==> src/rtl/scan_decoder_pkg.sv <==
// Shared encodings for the scan decoder: the mode input values and the
// controller state type, plus the dwell counter width.
package scan_decoder_pkg;

   typedef enum logic {
      MODE_DIRECT = 1'b0,
      MODE_SCAN   = 1'b1
   } mode_e;

   typedef enum logic {
      ST_DIRECT = 1'b0,
      ST_SCAN   = 1'b1
   } state_e;

   // Wide enough for the largest legal DWELL of 255.
   localparam int DWELL_W = 8;

endpackage

==> src/rtl/scan_decoder_onehot_dec.sv <==
// Purely combinational binary to one-hot decoder; output bit `code` is set.
module onehot_dec #(
   parameter int IN_W = 4,
   localparam int OUT_W = 2 ** IN_W
) (
   input  logic [IN_W-1:0]  code,
   output logic [OUT_W-1:0] y
);

   assign y = OUT_W'(1) << code;

endmodule

==> src/rtl/scan_decoder.sv <==
// Registered one-hot decoder that either decodes offered codes (direct mode)
// or sweeps every index with a per-index dwell time (scan mode).
module scan_decoder
   import scan_decoder_pkg::*;
#(
   parameter int IN_W  = 4,
   parameter int DWELL = 4,
   localparam int OUT_W = 2 ** IN_W
) (
   input  logic             clk,
   input  logic             rst_n,
   input  logic             mode,
   input  logic             en,
   input  logic             in_valid,
   output logic             in_ready,
   input  logic [IN_W-1:0]  code,
   output logic             out_valid,
   input  logic             out_ready,
   output logic [OUT_W-1:0] y,
   output logic [IN_W-1:0]  idx
);

   localparam logic [DWELL_W-1:0] DWELL_LAST = DWELL_W'(DWELL - 1);

   state_e             st, st_d;
   logic [IN_W-1:0]    idx_q, idx_d;
   logic [DWELL_W-1:0] dwell_q, dwell_d;
   logic               ov_q, ov_d;
   logic [OUT_W-1:0]   y_q, y_d;
   logic [OUT_W-1:0]   dec_y;
   logic               out_xfer;

   // Handshake: a beat moves when valid and ready are both high on a rising
   // edge; in_ready never depends on in_valid, out_valid never on out_ready.
   always_comb begin
      st_d     = st;
      idx_d    = idx_q;
      dwell_d  = dwell_q;
      ov_d     = ov_q;
      in_ready = 1'b0;
      out_xfer = ov_q && out_ready;
      case (st)
         ST_DIRECT: begin
            if (mode == MODE_SCAN) begin
               // Codes are refused while a scan request is pending so none is dropped.
               if (!ov_q || out_xfer) begin
                  st_d    = ST_SCAN;
                  idx_d   = '0;
                  dwell_d = '0;
                  ov_d    = 1'b1;
               end
            end else begin
               in_ready = rst_n && (!ov_q || out_ready);
               if (in_valid && in_ready) begin
                  idx_d = code;
                  ov_d  = 1'b1;
               end else if (out_xfer) begin
                  ov_d = 1'b0;
               end
            end
         end
         ST_SCAN: begin
            if (dwell_q != DWELL_LAST) begin
               dwell_d = dwell_q + 1'b1;
            end else if (out_ready) begin
               dwell_d = '0;
               if (mode == MODE_DIRECT) begin
                  st_d = ST_DIRECT;
                  ov_d = 1'b0;
               end else begin
                  idx_d = idx_q + 1'b1;
               end
            end
         end
         default: st_d = ST_DIRECT;
      endcase
   end

   onehot_dec #(.IN_W(IN_W)) u_dec (
      .code (idx_d),
      .y    (dec_y)
   );

   // Blank on en=0 and whenever no beat is held, so y is zero or one-hot.
   assign y_d = (en && ov_d) ? dec_y : '0;

   always_ff @(posedge clk or negedge rst_n) begin
      if (!rst_n) begin
         st      <= ST_DIRECT;
         idx_q   <= '0;
         dwell_q <= '0;
         ov_q    <= 1'b0;
         y_q     <= '0;
      end else begin
         st      <= st_d;
         idx_q   <= idx_d;
         dwell_q <= dwell_d;
         ov_q    <= ov_d;
         y_q     <= y_d;
      end
   end

   assign out_valid = ov_q;
   assign y         = y_q;
   assign idx       = idx_q;

endmodule

==> config.mk <==
export PLATFORM = sky130hd
export DESIGN_NAME = scan_decoder
export DESIGN_NICKNAME = d
export VERILOG_FILES = /design/src/rtl/scan_decoder_pkg.sv /design/src/rtl/scan_decoder_onehot_dec.sv /design/src/rtl/scan_decoder.sv
export SDC_FILE = /design/constraint.sdc
export NUM_CORES = 1
export LEC_CHECK = 0
export ABC_AREA = 0
export CORE_ASPECT_RATIO = 1.1
export CORE_MARGIN = 8
export CORE_UTILIZATION = 48
export CTS_BUF_LIST = sky130_fd_sc_hd__clkbuf_4
export CTS_CLUSTER_DIAMETER = 100
export DETAILED_ROUTE_END_ITERATION = 6
export PLACE_DENSITY = 0.77
export SLEW_MARGIN = 20
export SYNTH_ARGS = -nofsm -noshare
export SYNTH_HDL_FRONTEND = slang
export SYNTH_SLANG_ARGS = --single-unit
==> constraint.sdc <==
create_clock -name clk -period 2.1 [get_ports clk]
set_clock_uncertainty 0.1 [all_clocks]
set_input_delay 0.525 -clock clk [delete_from_list [all_inputs] [get_ports clk]]
set_output_delay 0.525 -clock clk [all_outputs]
set_load 0.05 [all_outputs]
==> results of run 1 <==
-- area by class of cell --
type / count / area share
Timing Repair Buffer: 73 / 0.250
Clock buffer: 5 / 0.0155
Inverter: 5 / 0.00981
Tap cell: 36 / 0.0186
Sequential cell: 30 / 0.311
Timing Repair inverter: 1 / 0.00362
Clock inverter: 3 / 0.00671
Multi-Input combinational cell: 123 / 0.384
-- layout by cell type (no fill, tap or decap), types with 4 or more instances in the layout --
cell type | synthesis | routed
a21oi_1 | 6 | 6
a31oi_1 | 5 | 5
buf_4 | 1 | 59
clkbuf_4 | 0 | 5
clkdlybuf4s50_1 | 0 | 6
dfrtp_1 | 30 | 27
nand2_1 | 16 | 16
nand3_1 | 9 | 9
nand4_1 | 4 | 4
nor2_1 | 8 | 8
nor3_1 | 21 | 4
nor3_2 | 0 | 16
o21ai_0 | 11 | 11
-- worst max-delay path by stage --
stage | end | startpoint | cells after the start | slack, ns
after floorplan | y[3]$_DFF_PN0_ | dwell_q[0]$_DFFE_PN0P_ | 7 | -0.06
after global placement | y[1]$_DFF_PN0_ | mode | 6 | -0.37
after detailed placement | y[2]$_DFF_PN0_ | mode | 6 | -0.47
after CTS | y[15]$_DFF_PN0_ | dwell_q[1]$_DFFE_PN0P_ | 7 | -0.12
after global routing | y[11]$_DFF_PN0_ | dwell_q[1]$_DFFE_PN0P_ | 8 | -0.20
final | y[15]$_DFF_PN0_ | dwell_q[1]$_DFFE_PN0P_ | 7 | -0.09
-- sequential cells by signal, indices dropped and copies added, names as in the netlist --
register / count
idx: 4
st: 1
out_valid: 1
y: 16
dwell_q: 8
-- Yosys cell counts (all sizes together), types with 3 or more instances --
| master | number |
|---|---|
| a21oi | 6 |
| a221oi | 3 |
| a31oi | 5 |
| and2 | 3 |
| buf | 5 |
| clkbuf | 4 |
| dfrtp | 30 |
| inv | 4 |
| mux2i | 3 |
| nand2 | 16 |
| nand3 | 10 |
| nand4 | 5 |
| nor2 | 8 |
| nor2b | 3 |
| nor3 | 21 |
| o21ai | 11 |
-- through the flow --
step           TNS, ns  total power, W  hold WS, ns  cells
4_1_cts          -1.35         0.00318        0.235    273
2_1_floorplan   -0.477         0.00210        0.129    167
3_3_place_gp     -6.38         0.00267        0.439    262
3_5_place_dp     -8.13         0.00273        0.435    262
5_1_grt          -3.22         0.00346        0.254    276
6_report         -1.14         0.00323        0.247    276
-- power by group --
group,switching [W],leakage [nW],internal [W]
Combinational,0.00112,0.715,0.000856
Sequential,0.000203,0.389,0.000731
Clock,0.000200,0.0286,0.000124
-- cells by family (layout without fill, tap and decap cells) --
group,after synthesis,in the layout,synth area share
AND/OR/NAND/NOR,78,78,0.277
AO/OA/AOI/OAI,36,36,0.150
flip-flops,30,30,0.462
buffers and inverters,14,87,0.0508
multiplexers,4,4,0.0277
XOR/XNOR,3,3,0.0162
adder cells (fa/ha/maj),2,2,0.0154
-- per-layer routing --
layer,up-vias,wire length (microns)
met1,759,1690
met4,0,105
met3,18,209
met2,46,2490
li1,754,-
met5,-,0
-- what timing repair did --
action	CTS	global route
pin swaps	8	2
buffers inserted	2	3
cloned	1	0
setup endpoints to repair	18	27
gates resized for setup	23	4
==> reports/metrics.yaml, run 1 <==
io_buffers: 31
top_level_ports: 32
cts_tree: "done"
critical-path-max-stage-delay_ns: 0.49
syn_to_final_growth_pct: 49.2
regToRegStartpoint: "dwell_q[1]$_DFFE_PN0P_"
seq_area_sq_um: 754
grt_use_met3: 0.0494
ff2ff_setup_slack_ns: -0.09
fillerInstances: 234
gp_congestion: 0.931
worstPathRequired_ns: 2.19
cts_root_buffer: "clkbuf_4"
min_period_ns: 2.19
track_usage: 0.174
dp_hpwl_microns: 3380
yosys-top-cells-area: "dfrtp_1, nor3_1, nand2_1"
drtIter0Drc: 79
p_per_area_nw_per_um2: 1330
drtPass1Iterations: 4
crit_family: "simple AND/OR/NAND/NOR gates"
die_w_microns: 71.5
hold_viol: 0
max-clock-path-buffers: 2
tightest_slew_ns: 0.550
synth_nets: 179
start_util: 0.496
antenna_found_initial: 0
ys_seq_elements: 30
insertedDiodeCount: 0
crit_arrival_ns: 2.29
numCtsBuffers: 5
place_area_sq_um: 2230
drv_slew: 0
rr_endpoint: "y[15]$_DFF_PN0_"
drive_above_1_share: 0.471
ys_warn_count: 0
worstPathCellList: "ha_2 -> or4b_4 -> nor4_4 -> mux2_4 -> buf_6 -> nand3_4 -> nor3_2"
rsz0062_at_grt: "yes"
cp-start-kind: "flip-flop"
period_share: 1.04
postLayoutSetupSlackWorst_ns: -0.0921
avgViaCountPerCell: 5.71
grt.busiest_layer: "met2"
wl_per_cell_microns: 16.3
numClockSinks: 30
finalInstanceArea_sq_um: 2420
netlist_instances: 167
fin_nets: 251
avgSynthCellArea_sq_um: 9.72
postRouteAntennaNets: 0
wirelength_microns: 4490
cap_violations: 0
finish.utilization: 0.739
overflow: 0
path_class: "flip-flop to flip-flop"
crit_buf_inv: 1
yosysTopAreaCell: "dfrtp_1"
fmax_mhz: 456
synth_edf_count: 0
grt_pass1_vias: 1716
grt_pass1_wl_microns: 7850
min_path_type: "input port to asynchronous set/reset pin"
die-height_microns: 77.0
clk_pin_slew_worst_paths_ns: 0.10
dieArea_sq_um: 5500
synth_async_sr_flop_share: 1.00
outcome: "finished, violations left"
vias: 1577
synth.top_cell.area_share: 0.462
route.detailed.drc: 0
max-slew-margin-rel: 0.633
synth-main-ff-cell: "dfrtp_1"
p_leak_nw: 1.13
multi_input_area_sq_um: 931
pre_cts_ws_ns: -0.472
worstRegToRegCells: 7
ir_worst_vdd_v: 0.000676
setup_viol: 18
end_kind: "flip-flop"
core_sq_um: 3280
yosysUniqueCellTypes: 48
cp_slowest_cell: "or4b_4"
path_max_fanout: 8
synth.cell_area_sq_um: 1620
insertion_delay_ns: 0.33
holdBufCountCts: 0
gr-usage-met2: 0.328
grt_use_met1: 0.177
htree_levels: 2
grt_max_degree: 21
num_rows: 22
failed_checks: "negative setup slack"
yosysSeqAreaShare: 0.462
No activity file was read; power rests on OpenSTA's default activity.
==> run 2: changes to the inputs <==
--- a/config.mk
+++ b/config.mk
@@ -12,8 +12,9 @@
 export CTS_BUF_LIST = sky130_fd_sc_hd__clkbuf_4
 export CTS_CLUSTER_DIAMETER = 100
 export DETAILED_ROUTE_END_ITERATION = 6
-export PLACE_DENSITY = 0.77
+export PLACE_DENSITY = 0.76
 export SLEW_MARGIN = 20
 export SYNTH_ARGS = -nofsm -noshare
 export SYNTH_HDL_FRONTEND = slang
+export SYNTH_HIERARCHICAL = 1
 export SYNTH_SLANG_ARGS = --single-unit
==> reports/metrics.yaml, run 2 <==
finish.utilization: 0.695  # was 0.739
max-slew-margin-rel: 0.671  # was 0.633
syn_to_final_growth_pct: 37.8  # was 49.2%
tightest_slew_ns: 0.482  # was 0.550 ns
drive_above_1_share: 0.463  # was 0.471
yosysUniqueCellTypes: 49  # was 48
yosysMostFrequentCell: "dfrtp_1"  # unchanged
die-height_microns: 78.6  # was 77.0 microns
ff2ff_setup_slack_ns: -0.38  # was -0.09 ns
wirelength_microns: 4120  # was 4490 microns
period_share: 1.18  # was 1.04
failed_checks: "negative setup slack"  # unchanged
numCtsBuffers: 5  # unchanged
synth_async_sr_flop_share: 1.00  # unchanged
path_max_fanout: 6  # was 8
p_per_area_nw_per_um2: 688  # was 1330 nW/um^2
postRouteAntennaNets: 0  # unchanged
yosysTopAreaCell: "dfrtp_1"  # unchanged
top_level_ports: 32  # unchanged
io_buffers: 31  # unchanged
finalInstanceArea_sq_um: 2350  # was 2420 sq um
place_area_sq_um: 2240  # was 2230 sq um
start_util: 0.504  # was 0.496
synth.cell_area_sq_um: 1710  # was 1620 sq um
avgSynthCellArea_sq_um: 11.2  # was 9.72 sq um
insertedDiodeCount: 0  # unchanged
fin_nets: 225  # was 251
cap_violations: 0  # unchanged
min_path_type: "input port to asynchronous set/reset pin"  # unchanged
ys_seq_elements: 30  # unchanged
max-clock-path-buffers: 2  # unchanged
numClockSinks: 30  # unchanged
antenna_found_initial: 0  # unchanged
netlist_instances: 152  # was 167
end_kind: "flip-flop"  # unchanged
synthTopCellsByCount: "dfrtp_1, and2_4, nand3_1, nor2_1"  # was dfrtp_1, nor3_1, nand2_1, o21ai_0, nand3_1
htree_levels: 2  # unchanged
drv_slew: 0  # unchanged
track_usage: 0.153  # was 0.174
grt_max_degree: 21  # unchanged
cts_tree: "done"  # unchanged
die_w_microns: 72.9  # was 71.5 microns
setup_viol: 16  # was 18
drtIter0Drc: 64  # was 79
synth.top_cell.area_share: 0.440  # was 0.462
ir_worst_vdd_v: 0.000420  # was 0.000676 V
overflow: 0  # unchanged
grt_pass1_wl_microns: 7040  # was 7850 microns
hold_viol: 0  # unchanged
min_period_ns: 2.48  # was 2.19 ns
clk_pin_slew_worst_paths_ns: 0.10  # about the same
largest_register_ffs: 16  # unchanged
avgViaCountPerCell: 5.45  # was 5.71
pre_cts_ws_ns: -0.714  # was -0.472 ns
crit_arrival_ns: 2.60  # was 2.29 ns
synth-main-ff-cell: "dfrtp_1"  # unchanged
outcome: "finished, violations left"  # unchanged
core_sq_um: 3390  # was 3280 sq um
gp_congestion: 0.837  # was 0.931
path_class: "flip-flop to flip-flop"  # unchanged
worstPathRequired_ns: 2.22  # was 2.19 ns
yosysSeqAreaShare: 0.440  # was 0.462
yosys-top-cells-area: "dfrtp_1, and2_4, and4bb_2"  # was dfrtp_1, nor3_1, nand2_1
final_common_cell: "buf_4"  # unchanged
vias: 1427  # was 1,577
fmax_mhz: 403  # was 456 MHz
dp_hpwl_microns: 3040  # was 3380 microns
final_cell_mix: "buf_4, dfrtp_1, and2_4"  # was buf_4, dfrtp_1, nand2_1, nor3_2, o21ai_0
p_leak_nw: 1.11  # was 1.13 nW
cts_root_buffer: "clkbuf_4"  # unchanged
setup_tns_ns: -4.98  # was -1.14 ns
num_rows: 22  # unchanged
cp-start-kind: "flip-flop"  # unchanged
insertion_delay_ns: 0.32  # was 0.33 ns
grt_pass1_vias: 1501  # was 1,716
postLayoutSetupSlackWorst_ns: -0.380  # was -0.0921 ns
synth_edf_count: 0  # unchanged
drtPass1Iterations: 4  # unchanged
dieArea_sq_um: 5730  # was 5500 sq um
wl_per_cell_microns: 15.7  # was 16.3 microns
route.detailed.drc: 0  # unchanged
ys_warn_count: 6  # was 0
rsz0062_at_grt: "yes"  # unchanged
synth_nets: 164  # was 179
## run 2: cell count changes after synthesis, moves of 6 or more
cell      change
nor3_1       -18
nand2_1      -13
and2_4       +10
o21ai_0       -9
and4bb_2      +6
## run 2: what timing repair did
item                       4_1_cts  5_1_grt
hold buffers                     0        0
cloned                           1        0
setup endpoints to repair       18       20
resized for setup               15        6
setup buffers                    0        1
pin swaps                        4        2
## run 2: routing by layer
layer,vias to the layer above,wire length [microns],part of all wire,track usage
met2,34,2270,0.55,0.269
met3,9,255,0.062,0.0597
met1,695,1540,0.37,0.166
li1,689,-,-,-
met4,0,52,0.013,0.0401
met5,-,0,0,0
## run 2: worst max-delay path, stage by stage (launching register included)
cell,delay [ns]
dfrtp_1,0.39
or4_4,0.57
buf_4,0.18
nor4_4,0.28
xnor2_1,0.11
a21oi_2,0.21
buf_4,0.17
and4bb_2,0.24
and2_4,0.13
## run 2: power by group
part / switching (W) / internal (W) / total [W]
Clock: 0.000202 / 0.000124 / 0.000326
Sequential: 0.0000422 / 0.000652 / 0.000694
Combinational: 0.000299 / 0.000300 / 0.000599
## run 2: final timing paths
path,start,end,depth (start not counted)
worst max-delay path,dwell_q[5]$_DFFE_PN0P_,y[5]$_DFF_PN0_,8
worst min-delay path,rst_n,y[10]$_DFF_PN0_,2
worst max register to register,dwell_q[5]$_DFFE_PN0P_,y[5]$_DFF_PN0_,8
worst min register to register,dwell_q[6]$_DFFE_PN0P_,dwell_q[6]$_DFFE_PN0P_,2
max in group asynchronous,rst_n,y[3]$_DFF_PN0_,2
min in group clk,mode,out_valid$_DFF_PN0_,3
## run 2: area by class of cell
| type | count | area, sq um |
|---|---|---|
| clock buffer | 5 | 37.5 |
| clock inverter | 3 | 16.3 |
| fill | 255 | 1030 |
| inverter | 3 | 11.3 |
| multi-input combinational | 110 | 941 |
| sequential | 30 | 752 |
| tap | 48 | 60.1 |
| timing repair buffer | 63 | 536 |
## run 2: through the flow
stage	power [W]	hold WS, ns	cells
2_1_floorplan	0.00103	0.129	152
3_3_place_gp	0.00126	0.490	253
3_5_place_dp	0.00127	0.487	253
4_1_cts	0.00161	0.197	261
5_1_grt	0.00173	0.197	262
6_report	0.00162	0.209	262
## run 2: logic make-up after synthesis
group | Yosys count | synth area share
and+or+nand+nor | 71 | 0.330
xor gates and xnor gates | 4 | 0.0205
AOI/OAI and AO/OA | 29 | 0.130
DFF | 30 | 0.440
muxes | 4 | 0.0242
buffers and inverters | 12 | 0.0410
adders and majority gates | 2 | 0.0146
==> RTL edit 1: new RTL, settings of run 2 <==
`IN_W` is set to 4 in 2 places; all go to 2.
--- a/src/rtl/scan_decoder_onehot_dec.sv
+++ b/src/rtl/scan_decoder_onehot_dec.sv
@@ -1,5 +1,5 @@
 // Purely combinational binary to one-hot decoder; output bit `code` is set.
 module onehot_dec #(
-   parameter int IN_W = 4,
+   parameter int IN_W = 2,
    localparam int OUT_W = 2 ** IN_W
 ) (
--- a/src/rtl/scan_decoder.sv
+++ b/src/rtl/scan_decoder.sv
@@ -4,5 +4,5 @@
    import scan_decoder_pkg::*;
 #(
-   parameter int IN_W  = 4,
+   parameter int IN_W  = 2,
    parameter int DWELL = 4,
    localparam int OUT_W = 2 ** IN_W
Interface: changed (resized code, idx and y); port bits go from 32 to 16. No check against the original RTL was run, so the function may have changed too.
==> RTL edit 1 against run 2 <==
Worst setup slack improved by 440 ps. Via count down 44%. Final area fell by 48%. Combinational power rose by 13%. Sequential power decreased by 20%. Worst hold slack improved by 50 ps. Area after synthesis down 48%. Total power down 13%. Routed wire length decreased by 50%. Die area shrank 39%. Sequential cell count is 14 lower. Register-to-register slack improved by 530 ps.
==> RTL edit 1: results (changes against run 2) <==
* in_ready — worst setup path endpoint
* 0.870 — routability congestion estimate, +3.9%
* 775 — via count of the first global-routing pass, -48%
* 0.413 — share of the final layout cell area in multi-input gates, +0.0132
* dfrtp_1, and3_1, mux2i_1 — main area contributors after synthesis
* 1 — Non-Clock Inverter Count, -2
* 5 — critical path peak fanout, -1
* 35 — number of distinct library cells after synthesis, -29%
* 0.137 — M1 GR Usage, -0.0288
* dwell_q[1] — origin of the critical flop-to-flop path
* 1 — number of H-tree levels, -1
* 0.214 — non-clock buffer area fraction after layout, -0.0133
* 0.0289 — met3 usage in global routing, -0.0309
* 64 — Multi-Input Combinational, -42%
* 94 — net count after synthesis, -43%
* y[3] — capture instance of the worst register-to-register path
* 57.1 µm — die boundary width, -22%
* 15 — number of buffers added on ports, -52%
* 1410 ps — Arrival @ worst endpoint, -1190 ps
* mode — Worst Setup SP
* 9 — starting DRC count in detailed routing, -86%
* 460 ps — slew of the pin with the lowest slew margin, -22.8 ps
* finished clean — run status
* 0.319 — fraction of layout cells with a size suffix above 1, -0.144
* 818 µW — Internal Pwr Total, -24%
* nor4bb_4 — cell with the largest stage delay on the worst path
* 150 ps — reg2reg setup slack, +530 ps
* 0.762 mV — Max VDD drop, +82%
* 0.690 — utilization after layout, -0.00549
* -227 ps — minimum setup slack after placement, +487 ps
* 310 ps — maximum cell stage delay along the critical path, -260 ps
* 400 µm² — sequential cell area in the final layout, -47%
* 259 ps — Hold Slack, +49.7 ps
* 8 — flip-flop count of the largest register after layout, -8
* 0.0216 — clock tree cell share of total cell area, -0.00123
* 0.596 nW — standby leakage power, -46%
* 3450 µm — first-pass GRT wire length, -51%
* 0.417 — switching power share of the total, +0.0808
* 0.483 — power share of the combinational group, +0.113
* 0.123 — Global Route Usage Sum, -0.0300
* 129 — Post-Place Cells, -49%
* 2040 ps — minimum clock period after layout, -443 ps
* buffers and inverters — kind of cell adding the most delay to the critical path
* 0.222 — met2 demand-to-capacity share in global routing, -0.0471
* 2060 µm — Routed Wire Length, -50%
* 15.4 µm — routed length per instance, -2.0%
* 3 — number of CTS-inserted buffers, -2
* 126 — nets@finish, -44%
* 10.5 µm² — mean post-synth cell area, -6.7%
* 1580 µm — Post-DP HPWL, -48%
-- RTL edit 1: timing repair --
item,CTS,global route
setup buffers,0,2
hold buffers,0,0
endpoints found under the setup margin,1,5
pin swaps,1,5
resized for setup,4,3
-- RTL edit 1: cell families (layout without fill, tap and decap cells) --
group,after synthesis,count (layout),share of synthesized area
buffers and inverters,5,36,0.0225
DFF,16,16,0.449
adders and majority gates,1,1,0.0140
xor gates and xnor gates,3,3,0.0295
muxes,4,4,0.0463
AOI/OAI and AO/OA,20,20,0.159
and+or+nand+nor,36,36,0.279
-- RTL edit 1: per-layer routing --
metal  part of all wire  vias to the layer above
met5                  0                        -
met4             0.0078                        0
met3              0.038                        2
met2               0.52                       22
met1               0.43                      387
li1                   -                      381
-- RTL edit 1: worst register-to-register path: stages (launching register included) --
cell,delay [ps]
dfrtp_1,380
ha_2,200
nor4b_4,290
nand3_1,150
xnor2_1,150
o2bb2ai_1,150
buf_4,150
and2_2,160
and2_1,130
==> RTL edit 2: new RTL, flow settings as in run 2 <==
Without the edit above. `y_q` no longer has a reset.
--- a/src/rtl/scan_decoder.sv
+++ b/src/rtl/scan_decoder.sv
@@ -91,5 +91,4 @@
          dwell_q <= '0;
          ov_q    <= 1'b0;
-         y_q     <= '0;
       end else begin
          st      <= st_d;
@@ -97,6 +96,9 @@
          dwell_q <= dwell_d;
          ov_q    <= ov_d;
-         y_q     <= y_d;
       end
+   end
+
+   always_ff @(posedge clk) begin
+      y_q <= y_d;
    end
 
Behaviour: not the same (a bounded check fails within 4 cycles, from zero or initial values and one cycle with rst_n low).
==> RTL edit 2 against run 2 <==
The run still ends with negative setup slack left. Final area is 2.9% lower. Area after synthesis decreased by 9.6%. Sequential cell count stayed put. Routed wire length increased by 5.9%. Worst setup slack lost 190 ps. Critical path type unchanged.
Power is not compared: it rests on default switching activity, and its combinational part moved more than twofold at a synthesized area within 25%.
==> RTL edit 2: results (changes against run 2) <==
* y[1] — capture instance of the worst register-to-register path
* 0.276 — met2 demand-to-capacity share in global routing, +0.00732
* 0.0573 — met3 usage in global routing, -0.00243
* 0.211 — M1 GR Usage, +0.0444
* 7180 µm — first-pass GRT wire length, +2.0%
* 480 ps — maximum cell stage delay along the critical path, -90 ps
* 207 — number of fillers in the final layout, -19%
* dfrtp_1, dfxtp_1, and3_1 — main area contributors after synthesis
* complete, but fails checks — run status
* 154 — net count after synthesis, -6.1%
* 7 — depth of the most critical reg-to-reg path, -1
* dfxtp_1 — Most used DFF post-synth
* -572 ps — setup ws final, -191 ps
* dwell_q[1] — origin of the critical flop-to-flop path
* 2060 µm² — Placed Area, -7.9%
* 18 — largest net degree at the start of global routing, -14%
* or4b_4 — cell with the largest stage delay on the worst path
* 0.0170 — xor/xnor share of the synthesized area, -0.00349
* 0.0263 — clock tree cell share of total cell area, +0.00343
* 5.89 — average via count per standard cell, +8.1%
* -817 ps — minimum setup slack after placement, -103 ps
* 0.156 — fraction of the mapped netlist area in compound gates, +0.0260
* 0.169 — Global Route Usage Sum, +0.0164
* 4360 µm — Routed Wire Length, +5.9%
* 0.395 — share of the final layout cell area in multi-input gates, -0.00493
* 2080 µm — met2 wire len, -8.2%
* and3_1 — cell with the most instances after synthesis
* 2860 µm — Post-DP HPWL, -5.8%
* 6 — Non-Clock Inverter Count, +3
* 1412 — via count of the first global-routing pass, -5.9%
* 0.884 — routability congestion estimate, +5.6%
* 48.0% — signed area change from the synthesized netlist to the final layout
* 2830 ps — Arrival @ worst endpoint, +230 ps
* 50 — number of distinct library cells after synthesis, +2.0%
* 21 — final setup fails, +5
* negative setup slack — failing checks
* 0.638 — Max-slew headroom, -0.0340
[RTL edit 2: cell types whose count changed in the layout (fill, tap and decap cells not counted), moves of 4 or more]
cell	change
dfrtp_1	-15
and3_1	+16
nor2_1	-5
dfxtp_1	+16
clkdlybuf4s50_1	+4
and2_4	-10
and2_1	-6
buf_4	-7
dlymetal6s2s_1	+8
[RTL edit 2: timing repair]
| item | 4_1_cts | 5_1_grt |
|---|---|---|
| gates cloned | 1 | 0 |
| hold buffers | 0 | 0 |
| setup buffers | 5 | 2 |
| resized for setup | 8 | 10 |
| endpoints found under the setup margin | 22 | 29 |
| pin swaps | 3 | 0 |
[RTL edit 2: worst max path at each step]
stage	startpoint	to	slack (ps)	cells after the start
2_1_floorplan	dwell_q[0]	y[9]	-460	8
3_3_place_gp	mode	y[12]	-710	7
3_5_place_dp	out_ready	y[8]	-820	8
4_1_cts	dwell_q[1]	y[8]	-530	9
5_1_grt	dwell_q[0]	y[1]	-670	7
6_report	dwell_q[1]	y[1]	-570	7
